### config.mk
export PLATFORM = sky130hd
export DESIGN_NAME = display_scan_ctrl
export DESIGN_NICKNAME = d
export VERILOG_FILES = /design/src/rtl/display_scan_ctrl.sv
export SDC_FILE = /design/constraint.sdc
export NUM_CORES = 1
export LEC_CHECK = 0
export CAP_MARGIN = 20
export CORE_UTILIZATION = 53
export CTS_CLUSTER_SIZE = 8
export DETAILED_ROUTE_END_ITERATION = 8
export PLACE_DENSITY = 0.8
export SETUP_SLACK_MARGIN = 0.3
export SYNTH_ARGS = -nofsm -noshare
export SYNTH_HDL_FRONTEND = slang
export SYNTH_SLANG_ARGS = --single-unit
### constraint.sdc
create_clock -name clk_i -period 2.2 [get_ports clk_i]
set_input_delay 0.44 -clock clk_i [delete_from_list [all_inputs] [get_ports clk_i]]
set_output_delay 0.44 -clock clk_i [all_outputs]
set_load 0.01 [all_outputs]
### src/rtl/display_scan_ctrl.sv
`timescale 1ns/1ps
// Scans NUM_DIGITS shadow/active code buffers onto one shared 7-segment decoder.
// Build option: define DISPLAY_BLINK_EN to add blink_mask_i and frame-based blinking.
module display_scan_ctrl #(
    parameter int NUM_DIGITS   = 4,
    parameter int PRESCALE     = 50000,
    parameter int BLANK_CYC    = 16,
    parameter int BLINK_FRAMES = 32,
    localparam int AW = $clog2(NUM_DIGITS)
) (
    input  logic                  clk_i,
    input  logic                  rst_i,
    input  logic                  scan_en_i,
    input  logic                  wr_en_i,
    input  logic [AW-1:0]         wr_addr_i,
    input  logic [4:0]            wr_code_i,
    input  logic                  wr_commit_i,
`ifdef DISPLAY_BLINK_EN
    input  logic [NUM_DIGITS-1:0] blink_mask_i,
`endif
    output logic                  wr_ready_o,
    output logic                  commit_done_o,
    output logic [4:0]            code_out_o,
    output logic [NUM_DIGITS-1:0] digit_sel_o,
    output logic                  blank_o,
    output logic                  frame_tick_o
);

    localparam int CW = $clog2(PRESCALE);
    localparam logic [AW-1:0] LAST_IDX = AW'(NUM_DIGITS - 1);
    localparam logic [NUM_DIGITS-1:0] SEL0 = NUM_DIGITS'(1);

    typedef enum logic [1:0] {IDLE = 2'd0, BLANK = 2'd1, SHOW = 2'd2} state_t;

    state_t                  state_q, state_d;
    logic [AW-1:0]           idx_q, idx_d;
    logic [CW-1:0]           cnt_q, cnt_d;
    logic                    tick_d;
    logic [4:0]              shadow_q [NUM_DIGITS];
    logic [4:0]              active_q [NUM_DIGITS];
    logic                    pending_q, wrReady_q, commitDone_q, frameTick_q, blank_q;
    logic [4:0]              codeOut_q, code_d;
    logic [NUM_DIGITS-1:0]   digitSel_q;
    logic                    copyNow, wrAccept, commitAccept, dark_d, show_d;

    // The slot counter runs across the whole slot: blank phase first, then the lit phase.
    always_comb begin
        state_d = state_q;
        idx_d   = idx_q;
        cnt_d   = cnt_q;
        tick_d  = 1'b0;
        if (!scan_en_i) begin
            state_d = IDLE;
            idx_d   = '0;
            cnt_d   = '0;
        end else begin
            case (state_q)
                IDLE: begin
                    state_d = BLANK;
                    idx_d   = '0;
                    cnt_d   = '0;
                end
                BLANK: begin
                    cnt_d = cnt_q + 1'b1;
                    if (cnt_q == CW'(BLANK_CYC - 1)) state_d = SHOW;
                end
                SHOW: begin
                    if (cnt_q == CW'(PRESCALE - 1)) begin
                        state_d = BLANK;
                        cnt_d   = '0;
                        if (idx_q == LAST_IDX) begin
                            idx_d  = '0;
                            tick_d = 1'b1;
                        end else begin
                            idx_d = idx_q + 1'b1;
                        end
                    end else begin
                        cnt_d = cnt_q + 1'b1;
                    end
                end
                default: state_d = IDLE;
            endcase
        end
    end

    // A pending copy waits for a frame boundary so a half-written frame never shows.
    assign copyNow      = pending_q & (frameTick_q | (state_q == IDLE));
    assign wrAccept     = wr_en_i & wrReady_q & ({1'b0, wr_addr_i} < (AW + 1)'(NUM_DIGITS));
    assign commitAccept = wr_commit_i & wrReady_q;

`ifdef DISPLAY_BLINK_EN
    localparam int FW = (BLINK_FRAMES > 1) ? $clog2(BLINK_FRAMES) : 1;
    logic [FW-1:0] frameCnt_q, frameCnt_d;
    logic          phase_q, phase_d;

    always_comb begin
        frameCnt_d = frameCnt_q;
        phase_d    = phase_q;
        if (state_d == IDLE) begin
            frameCnt_d = '0;
            phase_d    = 1'b0;
        end else if (tick_d) begin
            if (frameCnt_q == FW'(BLINK_FRAMES - 1)) begin
                frameCnt_d = '0;
                phase_d    = ~phase_q;
            end else begin
                frameCnt_d = frameCnt_q + 1'b1;
            end
        end
    end

    always_ff @(posedge clk_i) begin
        if (rst_i) begin
            frameCnt_q <= '0;
            phase_q    <= 1'b0;
        end else begin
            frameCnt_q <= frameCnt_d;
            phase_q    <= phase_d;
        end
    end

    assign dark_d = phase_d & blink_mask_i[idx_d];
`else
    assign dark_d = 1'b0;
`endif

    assign show_d = (state_d == SHOW) & ~dark_d;

    // Outputs are registered from next-state values so they line up with the FSM state.
    always_comb begin
        code_d = '0;
        if (state_d != IDLE) code_d = copyNow ? shadow_q[idx_d] : active_q[idx_d];
    end

    always_ff @(posedge clk_i) begin
        if (rst_i) begin
            state_q      <= IDLE;
            idx_q        <= '0;
            cnt_q        <= '0;
            pending_q    <= 1'b0;
            wrReady_q    <= 1'b1;
            commitDone_q <= 1'b0;
            frameTick_q  <= 1'b0;
            blank_q      <= 1'b1;
            codeOut_q    <= '0;
            digitSel_q   <= '0;
            for (int i = 0; i < NUM_DIGITS; i++) begin
                shadow_q[i] <= '0;
                active_q[i] <= '0;
            end
        end else begin
            state_q      <= state_d;
            idx_q        <= idx_d;
            cnt_q        <= cnt_d;
            commitDone_q <= copyNow;
            frameTick_q  <= tick_d;
            blank_q      <= ~show_d;
            codeOut_q    <= code_d;
            digitSel_q   <= show_d ? (SEL0 << idx_d) : '0;
            if (wrAccept) shadow_q[wr_addr_i] <= wr_code_i;
            if (copyNow) begin
                for (int i = 0; i < NUM_DIGITS; i++) active_q[i] <= shadow_q[i];
                pending_q <= 1'b0;
                wrReady_q <= 1'b1;
            end else if (commitAccept) begin
                pending_q <= 1'b1;
                wrReady_q <= 1'b0;
            end
        end
    end

    assign wr_ready_o    = wrReady_q;
    assign commit_done_o = commitDone_q;
    assign code_out_o    = codeOut_q;
    assign digit_sel_o   = digitSel_q;
    assign blank_o       = blank_q;
    assign frame_tick_o  = frameTick_q;

endmodule

==> results of run 1 <==
critical path: stages (launching register included):
cell,delay (ns)
dfxtp_4,0.36
nor4b_4,0.38
and4_4,0.33
mux2_4,0.40
mux2i_1,0.16
a211o_1,0.29
a21oi_2,0.15
cells in the final DEF, fill, tap and decap left out, drive strengths merged, types with 11 or more instances in the layout:
cell            n
and2           42
nor2           41
edfxtp         40
dfxtp          34
buf            30
clkdlybuf4s50  24
nand2          12
nand3          11
mux2i          11
clkbuf         11
synthesized netlist by cell type, drive strengths merged, types with 3 or more instances:
library cell  count
nand2            12
nand2b            3
and3              3
nand4             6
buf               5
xor2              9
mux2i            11
clkbuf            7
a211oi           10
and2             42
or2               6
xnor2             6
inv               4
a21oi             8
a21o              3
a211o            10
nor3b             4
o21ai             5
nor3              6
ha                7
nor4b             3
edfxtp           40
nor2             41
nand3            11
dfxtp            34
per-layer routing:
metal / up-vias / wire, um / part of all wire (%) / GRT usage [%]
met5: - / 0 / 0 / 0
met4: 0 / 152 / 2.0 / 9.87
met3: 11 / 338 / 4.4 / 4.57
met2: 77 / 3760 / 49 / 35.3
met1: 1216 / 3420 / 45 / 28.6
li1: 1257 / - / - / -
flip-flops by register name (all words and copies together) (netlist names):
| signal | count |
|---|---|
| code_out_o | 5 |
| wr_ready_o | 1 |
| active_q | 20 |
| shadow_q | 20 |
| blank_o | 1 |
| digit_sel_o | 4 |
| state_q | 2 |
| frame_tick_o | 1 |
| idx_q | 2 |
| cnt_q | 16 |
| commit_done_o | 1 |
| pending_q | 1 |
where the power goes:
| part | leakage, nW | switching [W] | internal [W] |
|---|---|---|---|
| sequential | 0.700 | 0.0000270 | 0.00151 |
| clock | 0.0901 | 0.000523 | 0.000531 |
| combinational | 0.911 | 0.0000985 | 0.0000923 |
| total | 1.70 | 0.000649 | 0.00213 |
area by class of cell:
type / count / share of cell area, %
Multi-Input combinational cell: 230 / 39.0
Clock inverter: 5 / 1.42
Inverter: 4 / 0.340
Clock buffer: 11 / 2.97
Sequential cell: 74 / 43.1
Timing Repair Buffer: 54 / 11.0
Tap cell: 77 / 2.18
through the flow:
step           instances  setup slack, ns
2_1_floorplan        318            0.164
3_3_place_gp         427         -0.00866
3_5_place_dp         427          -0.0527
4_1_cts              449            0.104
5_1_grt              455         -0.00776
6_report             455           0.0518
worst paths after layout:
| path | end | start |
|---|---|---|
| setup / recovery | code_out_o[3] | cnt_q[12] |
| hold / removal | pending_q | pending_q |
| setup reg to reg | code_out_o[3] | cnt_q[12] |
| hold reg to reg | pending_q | pending_q |
kinds of logic (layout without fill, tap and decap cells):
group                    Yosys count  count (layout)  share of synthesized area (%)
AND/OR/NAND/NOR                  147             148                           23.8
flip-flops                        74              74                           53.6
AO/OA/AOI/OAI                     46              46                           9.48
buffers and inverters             16              74                           3.06
XOR/XNOR                          15              15                           3.74
multiplexers                      13              14                           3.88
adder cells (fa/ha/maj)            7               7                           2.49
timing repair:
item / in CTS / in global routing
endpoints found under the setup margin: 47 / 26
resized for setup: 16 / 42
pin swaps: 9 / 35
gates cloned: 1 / 1
setup buffers: 5 / 5
==> impl_metrics.json, run 1 <==
{
  "status": "completed",
  "synth_cell_type_count": 50,
  "synth_area_per_cell_um2": 11.0,
  "final_cell_area_um2": 4420,
  "overflow": 0,
  "crit_path_end_kind": "flip-flop",
  "insertedDiodeCount": 0,
  "postRouteAntennaNets": 0,
  "p_leak_nw": 1.70,
  "ir_drop_v": 0.000380,
  "syn_inst": 318,
  "cp.required_ns": 2.48,
  "die_h_um": 83.4,
  "synth_area_leaders": "edfxtp_1 (34%), dfxtp_1 (19%), and2_1 (7.5%)",
  "numCtsBuffers": 9,
  "total_power_w": 0.00278,
  "fin_skew_ns": 0.0166,
  "final_max_slew_viol_count": 0,
  "hold_viol": 0,
  "syn_nets": 337,
  "hold_buffers": 0,
  "multiInputGateArea_um2": 1720,
  "drive_gt1_share_pct": 28.3,
  "reg2reg_slack_ns": 0.05,
  "io_buffers": 24,
  "ys.flop_type": "edfxtp_1",
  "start_kind": "flip-flop",
  "antenna_found_initial": 0,
  "finalSetupViolations": 0,
  "finalCritPeriodShare_pct": 97.6,
  "dieArea_um2": 6960,
  "worstPathMaxFanout": 7,
  "ys_warn_count": 0,
  "drcViolationCount": 0,
  "min_path_type": "flip-flop to flip-flop",
  "cts_sinks": 74,
  "worstMarginPinSlew_ns": 0.644,
  "layout.nets": 392,
  "clk_pin_slew_ns": 0.09,
  "finalWirelength_mm": 7.66,
  "fmax_mhz": 466,
  "hpwl_mm": 4.93,
  "chipWidth_um": 83.4,
  "utilization_pct": 69.2,
  "num_rows": 29,
  "io_pins": 25,
  "mappedNetlistArea_um2": 3510,
  "start_util_pct": 55.0,
  "post_drt_wl_per_cell_um": 16.8,
  "clk_root_buffer_cell": "clkbuf_8",
  "dpl_cell_area_um2": 3940,
  "cp_data_arrival_time_ns": 2.43,
  "synth.top_cell.area_share_pct": 34.2,
  "htree_levels": 3,
  "async_flop_share_pct": 0,
  "grt_pass1_wl_mm": 11.7,
  "rr_worst_depth": 6,
  "synth_seq_cells": 74,
  "regArea_um2": 1910,
  "ys_seq_area_share_pct": 53.6,
  "cap_violations": 0,
  "drtPass1Iterations": 6,
  "grt_pass1_vias": 2428,
  "fillers": 463,
  "fin_setup_tns_ns": 0,
  "fin_worst_hold_slack_ns": 0.547,
  "rsz0062_at_grt": "true",
  "crit_type": "flip-flop to flip-flop",
  "gp_congestion": 0.808,
  "cts.path.max_buffers": 2,
  "cts_tree": "yes",
  "synth_top_area_cell": "edfxtp_1",
  "synth_edf_count": 40,
  "p_per_area_nw_per_um2": 630,
  "viasPerCell": 5.63,
  "grt_start_max_net_pins": 22,
  "core_area_um2": 6390,
  "finalWorstPathRequiredPeriod_ns": 2.15,
  "clkLatencyLatePin_ns": 0.35,
  "track_usage_pct": 22.0,
  "whs_path_depth": 2,
  "area_growth_syn_to_layout_pct": 25.9,
  "vias": 2561,
  "slew_headroom_pct": 57.0,
  "drt_first_iter_violations": 132
}
Note: power is estimated with default switching activity, not from simulation.
==> run 2: changes to the inputs <==
--- a/config.mk
+++ b/config.mk
@@ -7,7 +7,7 @@
 export LEC_CHECK = 0
 export CAP_MARGIN = 20
 export CORE_UTILIZATION = 53
-export CTS_CLUSTER_SIZE = 8
+export CTS_CLUSTER_SIZE = 14
 export DETAILED_ROUTE_END_ITERATION = 8
 export PLACE_DENSITY = 0.8
 export SETUP_SLACK_MARGIN = 0.3
==> results of run 2 <==
No change in the layout: final DEF, timing and power equal those of run 1.
